## src/rtl/spectrum_peak_picker_pkg.sv

```systemverilog
// rtl/spectrum_peak_picker_pkg.sv - shared widths, peak entry type and FSM states for the peak picker
package spectrum_pkg;
    localparam int BIN_W     = 10;
    localparam int MAG_W     = 32;
    localparam int NORM_W    = 21;
    localparam int NORM_SQ_W = 42;

    typedef struct packed {
        logic [MAG_W-1:0] mag;
        logic [BIN_W-1:0] bin;
    } peak_t;

    typedef enum logic [1:0] {
        ST_IDLE,
        ST_SQUARE,
        ST_COMPARE,
        ST_EMIT
    } pp_state_t;
endpackage

```

## src/rtl/spectrum_peak_picker_if.sv

```systemverilog
// rtl/spectrum_peak_picker_if.sv - bin stream, norm strobe and per-frame peak result bundle
interface spectrum_peak_picker_if #(
    parameter int NUM_PEAKS = 3
);
    import spectrum_pkg::*;

    logic [MAG_W-1:0]           mag_squared_tdata;
    logic                       mag_squared_tlast;
    logic [11:0]                mag_squared_tuser;
    logic                       mag_squared_tvalid;
    logic [NORM_W-1:0]          norm_tdata;
    logic                       norm_tvalid;
    logic [BIN_W*NUM_PEAKS-1:0] peak_bins;
    logic [NUM_PEAKS-1:0]       peak_hit;
    logic                       peaks_tvalid;

    modport master (
        output mag_squared_tdata, mag_squared_tlast, mag_squared_tuser, mag_squared_tvalid,
        output norm_tdata, norm_tvalid,
        input  peak_bins, peak_hit, peaks_tvalid
    );

    modport slave (
        input  mag_squared_tdata, mag_squared_tlast, mag_squared_tuser, mag_squared_tvalid,
        input  norm_tdata, norm_tvalid,
        output peak_bins, peak_hit, peaks_tvalid
    );
endinterface

```

## src/rtl/spectrum_peak_picker_insert.sv

```systemverilog
// rtl/spectrum_peak_picker_insert.sv - descending-sorted top-N register list with insert and clear
module peak_insert_list
    import spectrum_pkg::*;
#(
    parameter int NUM_PEAKS = 3
) (
    input  logic  clk,
    input  logic  rst_n,
    input  logic  clear,
    input  logic  insert,
    input  peak_t ins_peak,
    output peak_t list_next [NUM_PEAKS]
);
    peak_t                list_q [NUM_PEAKS];
    logic [NUM_PEAKS-1:0] gt;

    // The list is sorted, so gt is thermometer-shaped: the first set bit is the insert slot.
    always_comb begin
        gt = '0;
        for (int i = 0; i < NUM_PEAKS; i++) begin
            gt[i] = insert && (ins_peak.mag > list_q[i].mag);
        end
    end

    always_comb begin
        list_next[0] = gt[0] ? ins_peak : list_q[0];
        for (int j = 1; j < NUM_PEAKS; j++) begin
            list_next[j] = !gt[j] ? list_q[j] : (gt[j-1] ? list_q[j-1] : ins_peak);
        end
    end

    always_ff @(posedge clk or negedge rst_n) begin
        if (!rst_n) begin
            for (int i = 0; i < NUM_PEAKS; i++) list_q[i] <= '0;
        end else if (clear) begin
            for (int i = 0; i < NUM_PEAKS; i++) list_q[i] <= '0;
        end else begin
            list_q <= list_next;
        end
    end
endmodule

```

## src/rtl/spectrum_peak_picker.sv

```systemverilog
// rtl/spectrum_peak_picker.sv - per-frame top-N in-band peak tracker with norm-relative qualification
module spectrum_peak_picker
    import spectrum_pkg::*;
#(
    parameter int NUM_PEAKS    = 3,
    parameter int BIN_LO       = 73,
    parameter int BIN_HI       = 1023,
    parameter int THRESH_SHIFT = 4
) (
    input  logic                   clk,
    input  logic                   rst_n,
    spectrum_peak_picker_if.slave  bus
);
    pp_state_t                  state_q, state_d;
    peak_t                      list_next [NUM_PEAKS];
    peak_t                      held_q    [NUM_PEAKS];
    peak_t                      work_q    [NUM_PEAKS];
    logic                       pending_q;
    logic [NORM_W-1:0]          norm_q;
    logic [NORM_SQ_W-1:0]       norm_sq_q;
    logic [NUM_PEAKS-1:0]       hit_q;
    logic [BIN_W*NUM_PEAKS-1:0] peak_bins_q;
    logic [NUM_PEAKS-1:0]       peak_hit_q;
    logic                       peaks_tvalid_q;

    logic  eligible, tlast_beat, norm_accept;
    peak_t ins_peak;

    assign eligible   = bus.mag_squared_tvalid
                     && (bus.mag_squared_tuser[11:10] == 2'b00)
                     && (bus.mag_squared_tuser >= 12'(BIN_LO))
                     && (bus.mag_squared_tuser <= 12'(BIN_HI))
                     && (bus.mag_squared_tdata != '0);
    assign tlast_beat  = bus.mag_squared_tvalid && bus.mag_squared_tlast;
    assign norm_accept = (state_q == ST_IDLE) && bus.norm_tvalid && pending_q;
    assign ins_peak    = '{mag: bus.mag_squared_tdata, bin: bus.mag_squared_tuser[BIN_W-1:0]};

    peak_insert_list #(.NUM_PEAKS(NUM_PEAKS)) u_list (
        .clk       (clk),
        .rst_n     (rst_n),
        .clear     (tlast_beat),
        .insert    (eligible),
        .ins_peak  (ins_peak),
        .list_next (list_next)
    );

    always_ff @(posedge clk or negedge rst_n) begin
        if (!rst_n) state_q <= ST_IDLE;
        else        state_q <= state_d;
    end

    always_comb begin
        state_d = state_q;
        case (state_q)
            ST_IDLE:    if (norm_accept) state_d = ST_SQUARE;
            ST_SQUARE:  state_d = ST_COMPARE;
            ST_COMPARE: state_d = ST_EMIT;
            ST_EMIT:    state_d = ST_IDLE;
            default:    state_d = ST_IDLE;
        endcase
    end

    always_ff @(posedge clk or negedge rst_n) begin
        if (!rst_n) begin
            for (int i = 0; i < NUM_PEAKS; i++) begin
                held_q[i] <= '0;
                work_q[i] <= '0;
            end
            pending_q      <= 1'b0;
            norm_q         <= '0;
            norm_sq_q      <= '0;
            hit_q          <= '0;
            peak_bins_q    <= '0;
            peak_hit_q     <= '0;
            peaks_tvalid_q <= 1'b0;
        end else begin
            // A new tlast wins over consumption so a same-edge frame stays pending.
            if (tlast_beat) held_q <= list_next;
            if (norm_accept) begin
                work_q <= held_q;
                norm_q <= bus.norm_tdata;
            end
            pending_q <= tlast_beat ? 1'b1 : (norm_accept ? 1'b0 : pending_q);

            if (state_q == ST_SQUARE) begin
                norm_sq_q <= NORM_SQ_W'(norm_q) * NORM_SQ_W'(norm_q);
            end
            if (state_q == ST_COMPARE) begin
                for (int i = 0; i < NUM_PEAKS; i++) begin
                    hit_q[i] <= (work_q[i].mag != '0)
                             && ((48'(work_q[i].mag) << THRESH_SHIFT) >= 48'(norm_sq_q));
                end
            end

            peaks_tvalid_q <= (state_q == ST_EMIT);
            if (state_q == ST_EMIT) begin
                for (int i = 0; i < NUM_PEAKS; i++) begin
                    peak_bins_q[BIN_W*i +: BIN_W] <= work_q[i].bin;
                end
                peak_hit_q <= hit_q;
            end
        end
    end

    assign bus.peak_bins    = peak_bins_q;
    assign bus.peak_hit     = peak_hit_q;
    assign bus.peaks_tvalid = peaks_tvalid_q;
endmodule

```

## src/flat_wrapper.sv

```systemverilog
// flat-port wrapper written by rule: the top's interface ports become plain ports
module spectrum_peak_picker_flat import spectrum_pkg::*;
#(
    parameter int NUM_PEAKS    = 3,
    parameter int BIN_LO       = 73,
    parameter int BIN_HI       = 1023,
    parameter int THRESH_SHIFT = 4
)
  (clk, rst_n, bus_mag_squared_tdata, bus_mag_squared_tlast, bus_mag_squared_tuser, bus_mag_squared_tvalid, bus_norm_tdata, bus_norm_tvalid, bus_peak_bins, bus_peak_hit, bus_peaks_tvalid);
  spectrum_peak_picker_if #(.NUM_PEAKS(NUM_PEAKS)) bus_i ();
  input  logic clk;
  input  logic rst_n;
  input wire logic [$bits(bus_i.mag_squared_tdata)-1:0] bus_mag_squared_tdata;
  input wire logic [$bits(bus_i.mag_squared_tlast)-1:0] bus_mag_squared_tlast;
  input wire logic [$bits(bus_i.mag_squared_tuser)-1:0] bus_mag_squared_tuser;
  input wire logic [$bits(bus_i.mag_squared_tvalid)-1:0] bus_mag_squared_tvalid;
  input wire logic [$bits(bus_i.norm_tdata)-1:0] bus_norm_tdata;
  input wire logic [$bits(bus_i.norm_tvalid)-1:0] bus_norm_tvalid;
  output wire logic [$bits(bus_i.peak_bins)-1:0] bus_peak_bins;
  output wire logic [$bits(bus_i.peak_hit)-1:0] bus_peak_hit;
  output wire logic [$bits(bus_i.peaks_tvalid)-1:0] bus_peaks_tvalid;
  assign bus_i.mag_squared_tdata = bus_mag_squared_tdata;
  assign bus_i.mag_squared_tlast = bus_mag_squared_tlast;
  assign bus_i.mag_squared_tuser = bus_mag_squared_tuser;
  assign bus_i.mag_squared_tvalid = bus_mag_squared_tvalid;
  assign bus_i.norm_tdata = bus_norm_tdata;
  assign bus_i.norm_tvalid = bus_norm_tvalid;
  assign bus_peak_bins = bus_i.peak_bins;
  assign bus_peak_hit = bus_i.peak_hit;
  assign bus_peaks_tvalid = bus_i.peaks_tvalid;
  spectrum_peak_picker #(.NUM_PEAKS(NUM_PEAKS), .BIN_LO(BIN_LO), .BIN_HI(BIN_HI), .THRESH_SHIFT(THRESH_SHIFT)) u_core (.clk(clk), .rst_n(rst_n), .bus(bus_i));
endmodule
```

## config.mk

```make
export PLATFORM = sky130hd
export DESIGN_NAME = spectrum_peak_picker_flat
export DESIGN_NICKNAME = d
export VERILOG_FILES = /design/src/rtl/spectrum_peak_picker_pkg.sv /design/src/rtl/spectrum_peak_picker_if.sv /design/src/rtl/spectrum_peak_picker_insert.sv /design/src/rtl/spectrum_peak_picker.sv /design/src/flat_wrapper.sv
export SDC_FILE = /design/constraint.sdc
export NUM_CORES = 2
export LEC_CHECK = 0
export CAP_MARGIN = 40
export CORE_ASPECT_RATIO = 0.5
export CORE_UTILIZATION = 58
export DETAILED_ROUTE_END_ITERATION = 12
export HOLD_SLACK_MARGIN = 0.05
export PLACE_DENSITY = 0.79
export SETUP_SLACK_MARGIN = 0.1
export SYNTH_ARGS = -nofsm -noshare
export SYNTH_HDL_FRONTEND = slang
export SYNTH_HIERARCHICAL = 1
export SYNTH_SLANG_ARGS = --single-unit
```

## constraint.sdc

```tcl
create_clock -name clk -period 6.02 [get_ports clk]
set_input_delay 1.204 -clock clk [delete_from_list [all_inputs] [get_ports clk]]
set_output_delay 1.204 -clock clk [all_outputs]
set_load 0.01 [all_outputs]
```

==> run summary <==
Status = finished with violations
Violated checks = negative setup slack
Max Slew Vio Count = 0
Worst R2R Path Depth = 24
RSZ-0062 raised after global routing = true
Largest net degree at the start of global routing = 120
CTS tree = yes
Critical Path Sink Type = register
Number of synthesized flops with an enable pin = 0
Htree depth = 2
Avg Cell Area, Syn = 10.1 sq um
Startpoint types = register
Initial antenna violation count = 6
Root Buffer = clkbuf_16
Hold depth = 1
Mapped Cells = 3,757
Total track usage = 31.9%
Gr ovfl total = 0
Port-buffer cells = 103
Placer Congestion = 0.952
First-pass GRT wire length = 170,000 microns
Dpl hpwl = 76,600 microns
Commonest non-fill, non-tap cell in the layout = inv_1
Hold EP = u_core/bus.peak_bins[15]
# rows = 65
Hold buffer count at cts = 0
Clk buf depth = 3
WS Path Type = register to register
Multi-input logic area = 24,200 sq um
R2R Setup Slk = -450 ps
Number of global-route vias before repair = 31.8k
Sequential share of the synthesized area = 31.5%
Final Setup Violations = 25
Post-Syn Nets = 4,491
Arr. time, crit path = 6930 ps
Async SR Flop Fraction = 100%
Slew @ Worst Pin = 851 ps
Yosys cell types = 81
Final worst slack = -451 ps
Most frequent cells in the layout = inv_1, dfrtp_1, ha_1
Routed len/inst = 21.2 microns
Starting density of the core = 59.5%
Worst Path Required = 6480 ps
Post-DR vias/cell = 6.16
Maximum fanout along the worst path = 12
# nets final = 4,755
Core ar. = 64,000 sq um
Remaining antenna violation count = 0
Min cycle time layout = 6470 ps
Setup TNS = -8020 ps
Met1 wire length = 43,000 microns
Max_slew headroom = 43.3%
Clk_lat worst skew = 620 ps
Reg-to-reg endpoint = u_core/norm_sq_q[40]
Uppermost layer routed = met5
DRC violations left = 0
Die height = 183 microns
Fin crit share = 107%
Met2 routed WL = 49,400 microns
Top FF cell, synth = dfrtp_1
Synthesized area = 38,100 sq um
Hold Vio Cnt, Final = 0
Die X = 364 microns
Hold Crit Start = u_core/work_q[47]
Total number of vias = 30.4k
Layout cells sized above 1 = 23.2%
CTS buffer count = 44
Met3 wire length = 8940 microns
I/O Pins = 104
Fillers = 4,420
Synth Warn # = 6
Iteration-0 DRC Markers = 2,883
Antenna Cells = 0
Final wirelength = 105,000 microns
Pre-antenna DRT Iters = 5
CTS Sinks = 480
Critical R2R Launch = u_core/norm_q[3]
Max Freq = 155 MHz
Layout area overhead = 17.8%
Die outline area = 66,800 sq um
Reg area = 12,000 sq um
Worst slack at placement = -609 ps
Final core utilization = 70.1%
Hold WC Path Type = register to register
Worst Clk Skew = 45.6 ps
#FFs+latches synth = 480
Reg clk slew, reported paths = 80 ps
Max-cap violations = 0
routing by layer:
| layer | vias up | GRT usage (%) |
|---|---|---|
| met3 | 248 | 5.91 |
| met5 | - | 0 |
| met1 | 15200 | 43.4 |
| li1 | 13500 | - |
| met4 | 6 | 9.23 |
| met2 | 1426 | 52.4 |
how the worst max path moves through the flow:
stage,startpoint,end,slack (ps),cells past startpoint
2_1_floorplan,u_core/norm_q[9],u_core/norm_sq_q[37],-180,21
3_3_place_gp,u_core/norm_q[5],u_core/norm_sq_q[37],-490,19
3_5_place_dp,u_core/norm_q[5],u_core/norm_sq_q[37],-610,19
4_1_cts,u_core/norm_q[5],u_core/norm_sq_q[35],-450,22
5_1_grt,u_core/norm_q[3],u_core/norm_sq_q[40],-610,23
6_report,u_core/norm_q[3],u_core/norm_sq_q[40],-450,24
kinds of logic (layout without fill, tap and decap cells):
logic type      count (synthesis)  in the layout  synth area share (%)
fa+ha+maj                     664            664                  28.0
mux                           320            320                  9.43
buf+inv                       786           1084                  7.81
compound gates                686            686                  12.0
flops                         480            480                  31.5
xor+xnor                       35             35                 0.805
simple gates                  786            786                  10.4
critical path, cell delays in order, from the launching register on:
cell       delay [ps]
dfrtp_1           400
buf_12            160
nand2_4            70
fa_1              560
inv_2              50
fa_1              490
inv_1              50
fa_1              480
inv_1              50
fa_1              470
inv_1              50
fa_1              480
inv_1              50
fa_1              490
inv_2              40
fa_1              520
inv_2              50
ha_4              290
a21oi_4            60
o21ai_4           210
a211oi_2          110
or3_4             450
a21o_1            200
o2111ai_1         170
or3b_1            360
per-stage QoR:
step / cells / area [sq um] / hold WS, ps
2_1_floorplan: 3757 / 38700 / 449
3_3_place_gp: 4805 / 42100 / 480
3_5_place_dp: 4810 / 42200 / 484
4_1_cts: 4920 / 44500 / 505
5_1_grt: 4926 / 44900 / 515
6_report: 4926 / 44900 / 503
flip-flops by register name (all words and copies together), names as in the netlist:
register                 count
u_core/pending_q             1
u_core/hit_q                 3
u_core/bus.peaks_tvalid      1
u_core/work_q              126
u_core/u_list/list_q       126
u_core/norm_sq_q            41
u_core/state_q               2
u_core/norm_q               21
u_core/held_q              126
u_core/bus.peak_hit          3
u_core/bus.peak_bins        30
what timing repair did:
| item | in CTS | in global routing |
|---|---|---|
| resized for setup | 104 | 76 |
| endpoints found under the setup margin | 31 | 31 |
| pin swaps | 51 | 45 |
| setup buffers | 30 | 5 |
synth_stat cells, drive strengths merged, types with 5 or more instances:
| cell | number | area [sq um] |
|---|---|---|
| a2111oi | 6 | 77.6 |
| a211o | 6 | 53.8 |
| a211oi | 9 | 77.6 |
| a21o | 65 | 488 |
| a21oi | 155 | 780 |
| a221o | 5 | 50.1 |
| a311oi | 86 | 872 |
| a31o | 5 | 43.8 |
| a31oi | 91 | 569 |
| and2 | 109 | 682 |
| and3 | 10 | 62.6 |
| buf | 16 | 83.8 |
| clkbuf | 184 | 691 |
| dfrtp | 480 | 12000 |
| fa | 313 | 6270 |
| ha | 351 | 4390 |
| inv | 585 | 2200 |
| mux2 | 310 | 3490 |
| mux2i | 10 | 100 |
| nand2 | 216 | 811 |
| nand2b | 6 | 37.5 |
| nand3 | 150 | 751 |
| nand4 | 60 | 375 |
| nor2 | 52 | 195 |
| nor2b | 10 | 62.6 |
| nor3 | 106 | 536 |
| nor4 | 40 | 250 |
| o211ai | 11 | 82.6 |
| o21a | 15 | 113 |
| o21ai | 177 | 890 |
| o31a | 8 | 70.1 |
| o31ai | 12 | 95.1 |
| or2 | 8 | 50.1 |
| or3 | 9 | 61.3 |
| xnor2 | 19 | 166 |
| xor2 | 16 | 140 |
area by class of cell:
| cell class | instances | share of cell area [%] |
|---|---|---|
| clock buffer | 56 | 2.69 |
| multi-input combinational | 2491 | 53.9 |
| timing repair buffer | 418 | 8.40 |
| clock inverter | 24 | 0.909 |
| inverter | 586 | 4.90 |
| tap | 871 | 2.43 |
| sequential | 480 | 26.8 |
Power is left out: the tool's default activity adds up to more than one toggle a clock period on the data nets, which glitch-free logic cannot reach.
